[config.mk]
export PLATFORM = sky130hd
export DESIGN_NAME = pc_stack_param
export DESIGN_NICKNAME = d
export VERILOG_FILES = /design/src/rtl/pc_stack_param.sv
export SDC_FILE = /design/constraint.sdc
export NUM_CORES = 1
export LEC_CHECK = 0
export CORE_UTILIZATION = 30
export CTS_CLUSTER_DIAMETER = 30
export DETAILED_ROUTE_END_ITERATION = 10
export DONT_BUFFER_PORTS = 1
export PLACE_DENSITY = 0.53
export RECOVER_POWER = 50
export SLEW_MARGIN = 20
export SYNTH_ARGS = -nofsm -noshare
export SYNTH_HDL_FRONTEND = slang
export SYNTH_SLANG_ARGS = --single-unit
export TNS_END_PERCENT = 10
[constraint.sdc]
create_clock -name clk -period 3.13 [get_ports clk]
set_clock_uncertainty 0.2 [all_clocks]
set_input_delay 0.4695 -clock clk [delete_from_list [all_inputs] [get_ports clk]]
set_output_delay 0.4695 -clock clk [all_outputs]
set_load 0.005 [all_outputs]
[src/rtl/pc_stack_param.sv]
// Parametrised LIFO return-address stack with occupancy and sticky overflow/underflow status.
// Optional PC_STACK_WRAP_EN: push while full overwrites the oldest entry instead of being dropped.
module pc_stack_param #(
    parameter int ADDR_W = 11,
    parameter int DEPTH  = 8,
    localparam int PTR_W = $clog2(DEPTH),
    localparam int CNT_W = $clog2(DEPTH + 1)
) (
    input  logic              clk,
    input  logic              rst,
    input  logic              push,
    input  logic              pop,
    input  logic              clear,
    input  logic              err_clr,
    input  logic [ADDR_W-1:0] stack_in,
    output logic [ADDR_W-1:0] stack_out,
    output logic [CNT_W-1:0]  count,
    output logic              empty,
    output logic              full,
    output logic              overflow,
    output logic              underflow
);

    localparam logic [PTR_W-1:0] LAST = PTR_W'(DEPTH - 1);

    logic [ADDR_W-1:0] mem [DEPTH];
    logic [PTR_W-1:0]  ptr;
    logic [PTR_W-1:0]  ptr_up;
    logic [PTR_W-1:0]  ptr_dn;
    logic [PTR_W-1:0]  ptr_nxt;
    logic [PTR_W-1:0]  wr_ptr;
    logic [CNT_W-1:0]  cnt_nxt;
    logic              wr_en;
    logic              set_ov;
    logic              set_un;

    // Explicit wrap so non-power-of-2 depths stay inside the storage array.
    assign ptr_up = (ptr == LAST) ? '0 : ptr + PTR_W'(1);
    assign ptr_dn = (ptr == '0) ? LAST : ptr - PTR_W'(1);

    assign empty     = (count == '0);
    assign full      = (count == CNT_W'(DEPTH));
    assign stack_out = empty ? '0 : mem[ptr];

    always_comb begin
        ptr_nxt = ptr;
        cnt_nxt = count;
        wr_en   = 1'b0;
        wr_ptr  = ptr;
        set_ov  = 1'b0;
        set_un  = 1'b0;
        if (clear) begin
            ptr_nxt = '0;
            cnt_nxt = '0;
        end else if (push && pop) begin
            if (empty) begin
                wr_en   = 1'b1;
                wr_ptr  = ptr_up;
                ptr_nxt = ptr_up;
                cnt_nxt = CNT_W'(1);
                set_un  = 1'b1;
            end else begin
                wr_en  = 1'b1;
                wr_ptr = ptr;
            end
        end else if (push) begin
            if (!full) begin
                wr_en   = 1'b1;
                wr_ptr  = ptr_up;
                ptr_nxt = ptr_up;
                cnt_nxt = count + CNT_W'(1);
            end else begin
                set_ov = 1'b1;
`ifdef PC_STACK_WRAP_EN
                // The slot after the top is the oldest entry when full.
                wr_en   = 1'b1;
                wr_ptr  = ptr_up;
                ptr_nxt = ptr_up;
`else
                wr_en   = 1'b0;
`endif
            end
        end else if (pop) begin
            if (empty) begin
                set_un = 1'b1;
            end else begin
                ptr_nxt = ptr_dn;
                cnt_nxt = count - CNT_W'(1);
            end
        end
    end

    always_ff @(posedge clk or posedge rst) begin
        if (rst) begin
            for (int i = 0; i < DEPTH; i++) mem[i] <= '0;
            ptr       <= '0;
            count     <= '0;
            overflow  <= 1'b0;
            underflow <= 1'b0;
        end else begin
            ptr   <= ptr_nxt;
            count <= cnt_nxt;
            if (wr_en) mem[wr_ptr] <= stack_in;
            overflow  <= set_ov | (overflow  & ~err_clr);
            underflow <= set_un | (underflow & ~err_clr);
        end
    end

endmodule

# After elaboration in Yosys (flattened, before gate mapping)
# Cells that the tools add are included.
dict set report classes {
  n_addsub 4
  order_cmp 3
  n_eq_ne 5
  n_mux 39
  n_bitwise 7
  reduce_logical 7
}
# operator count
set ops {}
lappend ops {{88-bit bitwise mux} 1}
lappend ops {{11-bit two-way mux} 4}
lappend ops {{3-bit two-way mux} 12}
lappend ops {{11-bit binary-select mux with 3-bit select} 1}
lappend ops {{11-bit demux with 3-bit select} 1}
lappend ops {{4-bit two-way mux} 7}
lappend ops {{1-bit two-way mux} 13}
lappend ops {{4-bit greater-or-equal comparator (second input constant)} 2}
lappend ops {{4-bit by 3-bit != test with 1-bit output (second input constant)} 2}
lappend ops {{3-bit inverter with 4-bit output} 2}
lappend ops {{4-bit by 1-bit adder with 4-bit output (second input constant)} 1}
lappend ops {{4-bit equality test (second input constant)} 1}
lappend ops {{4-bit logical NOT} 1}
lappend ops {{4-bit by 1-bit less-than comparator with 1-bit output (second input constant)} 1}
lappend ops {{4-bit AND reduction} 1}
lappend ops {{4-bit nonzero test} 1}
lappend ops {{4-bit by 1-bit subtractor with 4-bit output (second input constant)} 1}
lappend ops {{3-bit by 1-bit adder with 3-bit output (second input constant)} 1}
lappend ops {{3-bit equality test (second input constant)} 1}
lappend ops {{3-bit logical NOT} 1}
lappend ops {{3-bit != test (second input constant)} 1}
lappend ops {{3-bit by 1-bit subtractor with 3-bit output (second input constant)} 1}
lappend ops {{1-bit bitwise AND} 2}
lappend ops {{1-bit logical AND} 2}
lappend ops {{other kinds (3)} 4}
dict set report word_totals {
  reg_bits 97
  wordCells 77
}

# Logic depth before layout (Yosys ltp)
dict set report logic_depth {
  depth_word 12
  mapped_depth 9
}

# Least setup slack after synthesis
# Ideal clock, no wire load.
dict set report synth_timing {
  kind {register to register}
  startpoint {register ptr[0]}
  endpoint {register mem[45] (netlist bit)}
  setup_time_ns 0.125
  arrival_time_ns 2.632
  setup_slack_ns 0.173
  stages_incl_launch_ff 9
  n_path_buf 3
  path_cell_list {dfrtp_1 -> buf_2 -> buf_1 -> inv_1 -> ha_1 -> or3b_1 -> a21oi_1 -> buf_4 -> mux2_2}
}
dict set report synth_via {
  elab_chain_len 12
  word_cells_on_any_way 15
  cone_classes {1 x add/sub; 2 x order compare; 1 x eq/ne; 9 x mux; 1 x bitwise; 1 x reduce/logical}
}
# element line_no
set synth_rtl {}
lappend synth_rtl {{from (decl)} 27} ;# logic [PTR_W-1:0] ptr;
lappend synth_rtl {{from (signal assigned)} 101} ;# ptr <= ptr_nxt;
lappend synth_rtl {{3-bit by 1-bit adder with 3-bit output / 3-bit equality test (equally long branches)} 38} ;# assign ptr_up = (ptr == LAST) ? '0 : ptr + PTR_W'(1);
lappend synth_rtl {{3-bit two-way mux} 38}
lappend synth_rtl {{3-bit two-way mux} --}
lappend synth_rtl {{3-bit two-way mux} 66} ;# end else if (push) begin
lappend synth_rtl {{3-bit two-way mux} 55} ;# end else if (push && pop) begin
lappend synth_rtl {{3-bit two-way mux (*)} 52} ;# if (clear) begin
lappend synth_rtl {{3-bit inverter with 4-bit output (implied by the code) (*)} 103} ;# if (wr_en) mem[wr_ptr] <= stack_in;
lappend synth_rtl {{4-bit greater-or-equal comparator (implied by the code) / 4-bit by 1-bit less-than comparator with 1-bit output (equally long branches)} 103}
lappend synth_rtl {{1-bit logical AND (implied by the code)} 103}
lappend synth_rtl {{11-bit two-way mux (implied by the code)} 103}
lappend synth_rtl {{11-bit demux with 3-bit select (*)} 103}
lappend synth_rtl {{88-bit bitwise mux (*)} 103}
lappend synth_rtl {{to (signal, indexed assignment)} 103}
lappend synth_rtl {{to (decl)} 26} ;# logic [ADDR_W-1:0] mem [DEPTH];
# Every way passes the cells marked *; elsewhere a longest branch is shown, timed or not.
# A chain may end at the register's enable or synchronous reset.

# Final worst setup path
dict set report layout_timing {
  startpoint {register count[0]}
  endpoint {register mem[43] (netlist bit)}
}
dict set report layout_via {
  elab_chain_len 11
  word_cells_on_any_way 18
  cone_classes {2 x order compare; 1 x eq/ne; 12 x mux; 1 x bitwise; 2 x reduce/logical}
}
# element line_no
set layout_rtl {}
lappend layout_rtl {{from (decl)} 17} ;# output logic [CNT_W-1:0] count,
lappend layout_rtl {{from (signal assigned)} 102} ;# count <= cnt_nxt;
lappend layout_rtl {{4-bit equality test} 42} ;# assign full = (count == CNT_W'(DEPTH));
lappend layout_rtl {{3-bit two-way mux} --}
lappend layout_rtl {{3-bit two-way mux} 66}
lappend layout_rtl {{3-bit two-way mux} 55}
lappend layout_rtl {{3-bit two-way mux} 52}
lappend layout_rtl {{3-bit inverter with 4-bit output (implied by the code)} 103}
lappend layout_rtl {{4-bit greater-or-equal comparator (implied by the code) / 4-bit by 1-bit less-than comparator with 1-bit output (equally long branches)} 103}
lappend layout_rtl {{1-bit logical AND (implied by the code)} 103}
lappend layout_rtl {{11-bit two-way mux (implied by the code)} 103}
lappend layout_rtl {{11-bit demux with 3-bit select} 103}
lappend layout_rtl {{88-bit bitwise mux} 103}
# Several ways; a longest one is shown, not always the timed one.

==> flow_metrics.py <==
metrics = {
    "placement": {
        "dp_hpwl_mm": 7.28,
        "dp.cells": 560,
        "gp_congestion": 0.766,
        "port_buffers": 0,
    },
    "global_routing": {
        "overflow": 0,
        "grt_max_degree": 77,
        "antenna_found_initial": 0,
        "grt_usage_pct": 14.3,
        "grt_pass1_wl_mm": 17.7,
        "grt_pass1_vias": 3116,
    },
    "outcome": {
        "outcome": "finished, final reports clean",
    },
    "pwr": {
        "power_switching_share_pct": 29.9,
        "clkPwrFrac_pct": 23.1,
        "p_int_mw": 3.32,
        "peakVddDrop_v": 0.000393,
        "p_leak_nw": 2.40,
        "combPwrFrac_pct": 33.1,
        "p_per_area_nw_per_um2": 859,
        "p_seq_share_pct": 43.8,
        "switchingPower_mw": 1.42,
    },
    "timing": {
        "period_needed_ns": 2.75,
        "finalHoldViolCount": 0,
        "setup_violations": 0,
        "worstMarginPinSlew_ns": 1.04,
        "rsz0062_at_grt": "no",
        "finalMaxSlewViolations": 0,
        "fin_setup_tns_ns": 0,
        "slew_headroom_pct": 30.6,
        "fmax_mhz": 364,
        "fin_crit_sh_pct": 87.8,
    },
    "routing": {
        "drt-initial-drc-count": 164,
        "vias": 2849,
        "drc_errors": 0,
        "ant_nets": 0,
        "wl_per_cell_um": 18.7,
        "first_pass_iters": 4,
        "finalWirelength_mm": 10.8,
        "viasPerCell": 4.93,
    },
    "synth": {
        "yosys_warnings": 0,
        "synth-seq-cells": 97,
        "synth.avg_cell_area_um2": 14.3,
        "synth_adder_area_share_pct": 1.93,
        "syn_nets": 369,
        "muxShareOfSynthArea_pct": 34.9,
        "ys_seq_area_share_pct": 49.4,
        "yosys.area_share.simple_pct": 5.95,
        "synth-compound-area-share_pct": 3.89,
        "synthCells": 345,
        "synth_area_um2": 4920,
        "synth_cell_type_count": 45,
        "synth_top_family_by_area": "multiplexers",
        "synth_xor_area_share_pct": 0.178,
    },
    "clocking": {
        "clock_latency_ns": 0.35,
        "numCtsBuffers": 9,
        "clock_tree.root_cell": "clkbuf_16",
        "cts_setup_buffers": 0,
        "clk_pin_slew_ns": 0.07,
        "cts_max_path_buffers": 2,
        "cts_tree": "built",
        "htreeDepth": 3,
        "cts.sinks": 97,
    },
    "floorplan": {
        "io_pins": 36,
        "die_w_um": 130,
        "die_area_um2": 16900,
        "num_rows": 46,
        "core_area_um2": 15900,
        "initial_core_util_pct": 30.9,
        "fp.dieH_um": 130,
    },
    "worst_setup_path": {
        "endpoint": "mem[43]$_DFFE_PP0P_",
        "worst_setup_path_end_kind": "flop",
        "path_class": "reg2reg",
        "worstReg2RegEnd": "mem[43]$_DFFE_PP0P_",
        "cp.depth": 5,
        "worst-r2r-setup-slack_ns": 0.38,
        "r2r_cells": 5,
        "cp.required_ns": 3.17,
        "crit_buf_inv": 0,
        "startpoint": "count[0]$_DFFE_PP0P_",
        "slowest_stage": "or4b_1",
        "max_stage_delay_ns": 0.72,
        "critical-path-top-delay-family": "simple AND/OR/NAND/NOR gates",
        "path_cells": "or4b_1, or2_4, and4_4, a21bo_4, mux2_2",
        "timing.rr.start": "count[0]$_DFFE_PP0P_",
        "startpoint_type": "flop",
        "cp.arrival_ns": 2.79,
        "crit_fanout": 11,
    },
    "finish": {
        "stdcell_count": 578,
        "fill_cells": 1556,
        "syn2layout_area_growth_pct": 12.1,
        "drive_gt1_share_pct": 42.8,
        "nets": 381,
        "diodes": 0,
    },
    "hold_path": {
        "min_path_type": "in2reg",
    },
    "job": {
        "cap_violations": 0,
    },
}
-- layer usage --
| metal | up-vias | wire length, µm | GRT usage [%] | share of wire (%) |
|---|---|---|---|---|
| met5 | - | 0 | 0 | 0 |
| met4 | 0 | 130 | 4.24 | 1.2 |
| met3 | 12 | 487 | 4.55 | 4.5 |
| met2 | 50 | 5080 | 22.6 | 47 |
| met1 | 1498 | 5140 | 18.8 | 47 |
| li1 | 1289 | - | - | - |
-- cells by family after synthesis --
family | count (synthesis)
flops | 97
xor+xnor | 1
compound gates | 25
simple gates | 55
fa+ha+maj | 7
mux | 128
buf+inv | 32
-- per-stage QoR --
step | power, mW | hold WS (ns) | setup WS, ns | instance area [µm²] | utilization (%)
floorplan | 3.31 | 0.259 | 0.173 | 4920 | -
CTS | 4.82 | 0.00279 | 0.385 | 5530 | 34.7
global placement | 3.62 | 0.198 | 0.442 | 5220 | 32.8
global route | 5.05 | 0.00518 | 0.172 | 5520 | 34.6
finish | 4.74 | 0.0149 | 0.380 | 5520 | 34.6
detailed placement | 3.69 | 0.209 | 0.391 | 5220 | 32.8
-- flip-flops by register name, summed over array words and instances, names as in the netlist --
| signal | cells |
|---|---|
| count | 4 |
| mem | 88 |
| overflow | 1 |
| ptr | 3 |
| underflow | 1 |
-- cells in the mapped netlist, drive strengths merged --
master  instances  area (µm²)
nand2           9        33.8
o41a            1        11.3
a211oi          3        22.5
a21bo           1        16.3
inv             9        33.8
xor2            1        8.76
nor3            2        10.0
dfrtp          97        2430
a21boi          1        7.51
nor2b           2        12.5
o41ai           1        8.76
nand2b          4        25.0
nand4           1        6.26
buf            18         134
mux2i          17         170
or3b            2        17.5
o21ai           3        15.0
or2             1        8.76
a21oi           8        40.0
and4            1        11.3
clkbuf          5        18.8
a31oi           1        6.26
o31ai           1        21.3
nand3b          3        22.5
o32ai           1        8.76
mux4           23         518
a21o            2        16.3
fa              1        20.0
a211o           1        8.76
nor4            1        6.26
nor2           23        86.3
or4b            1        10.0
nand3           5        42.5
mux2           88        1030
a221oi          1        8.76
ha              6        75.1
-- cell usage in the layout, fill, tap and decap left out, types with 4 or more instances in the layout --
cell,n
mux2i_1,17
mux2_2,77
nor2_1,23
clkbuf_16,9
mux2_4,10
inv_1,8
mux4_2,23
buf_4,20
dfrtp_1,97
nand2b_1,4
a21oi_1,8
ha_1,6
nand2_1,9
-- worst register-to-register path, cell delays in order (launching register included) --
cell and delay, ns:
dfrtp_1 0.51, or4b_1 0.72, or2_4 0.30, and4_4 0.19, a21bo_4 0.34, mux2_2 0.37
-- final cells by class --
cell class | instances | area [µm²] | share of cell area (%)
timing repair buffer | 24 | 181 | 3.29
sequential | 97 | 2430 | 44.0
tap | 216 | 270 | 4.90
inverter | 9 | 35.0 | 0.635
clock buffer | 12 | 256 | 4.65
multi-input combinational | 216 | 2310 | 41.9
clock inverter | 4 | 33.8 | 0.613
-- worst min path at each step --
stage	from	to	slack, ns	cells after the start
floorplan	mem[64]$_DFFE_PP0P_	mem[64]$_DFFE_PP0P_	0.26	1
global placement	rst	underflow$_DFF_PP0_	0.20	1
detailed placement	rst	underflow$_DFF_PP0_	0.21	1
CTS	push	ptr[2]$_DFFE_PP0P_	0.003	1
global route	push	ptr[2]$_DFFE_PP0P_	0.005	1
finish	push	ptr[2]$_DFFE_PP0P_	0.01	1
-- power groups by stage --
stage / Clock [mW] / Sequential, mW / Combinational (mW)
floorplan: 0 / 1.99 / 1.32
global placement: 0 / 2.08 / 1.55
detailed placement: 0 / 2.10 / 1.59
CTS: 1.14 / 2.08 / 1.60
global route: 1.18 / 2.15 / 1.72
finish: 1.10 / 2.08 / 1.57
-- timing repair --
| action | CTS | global route |
|---|---|---|
| gates resized for setup | 0 | 0 |
| hold endpoints to repair | 27 | 0 |
| endpoints found under the setup margin | 0 | 0 |
| hold buffers | 2 | 0 |
Power figures use the tool's default switching activity.
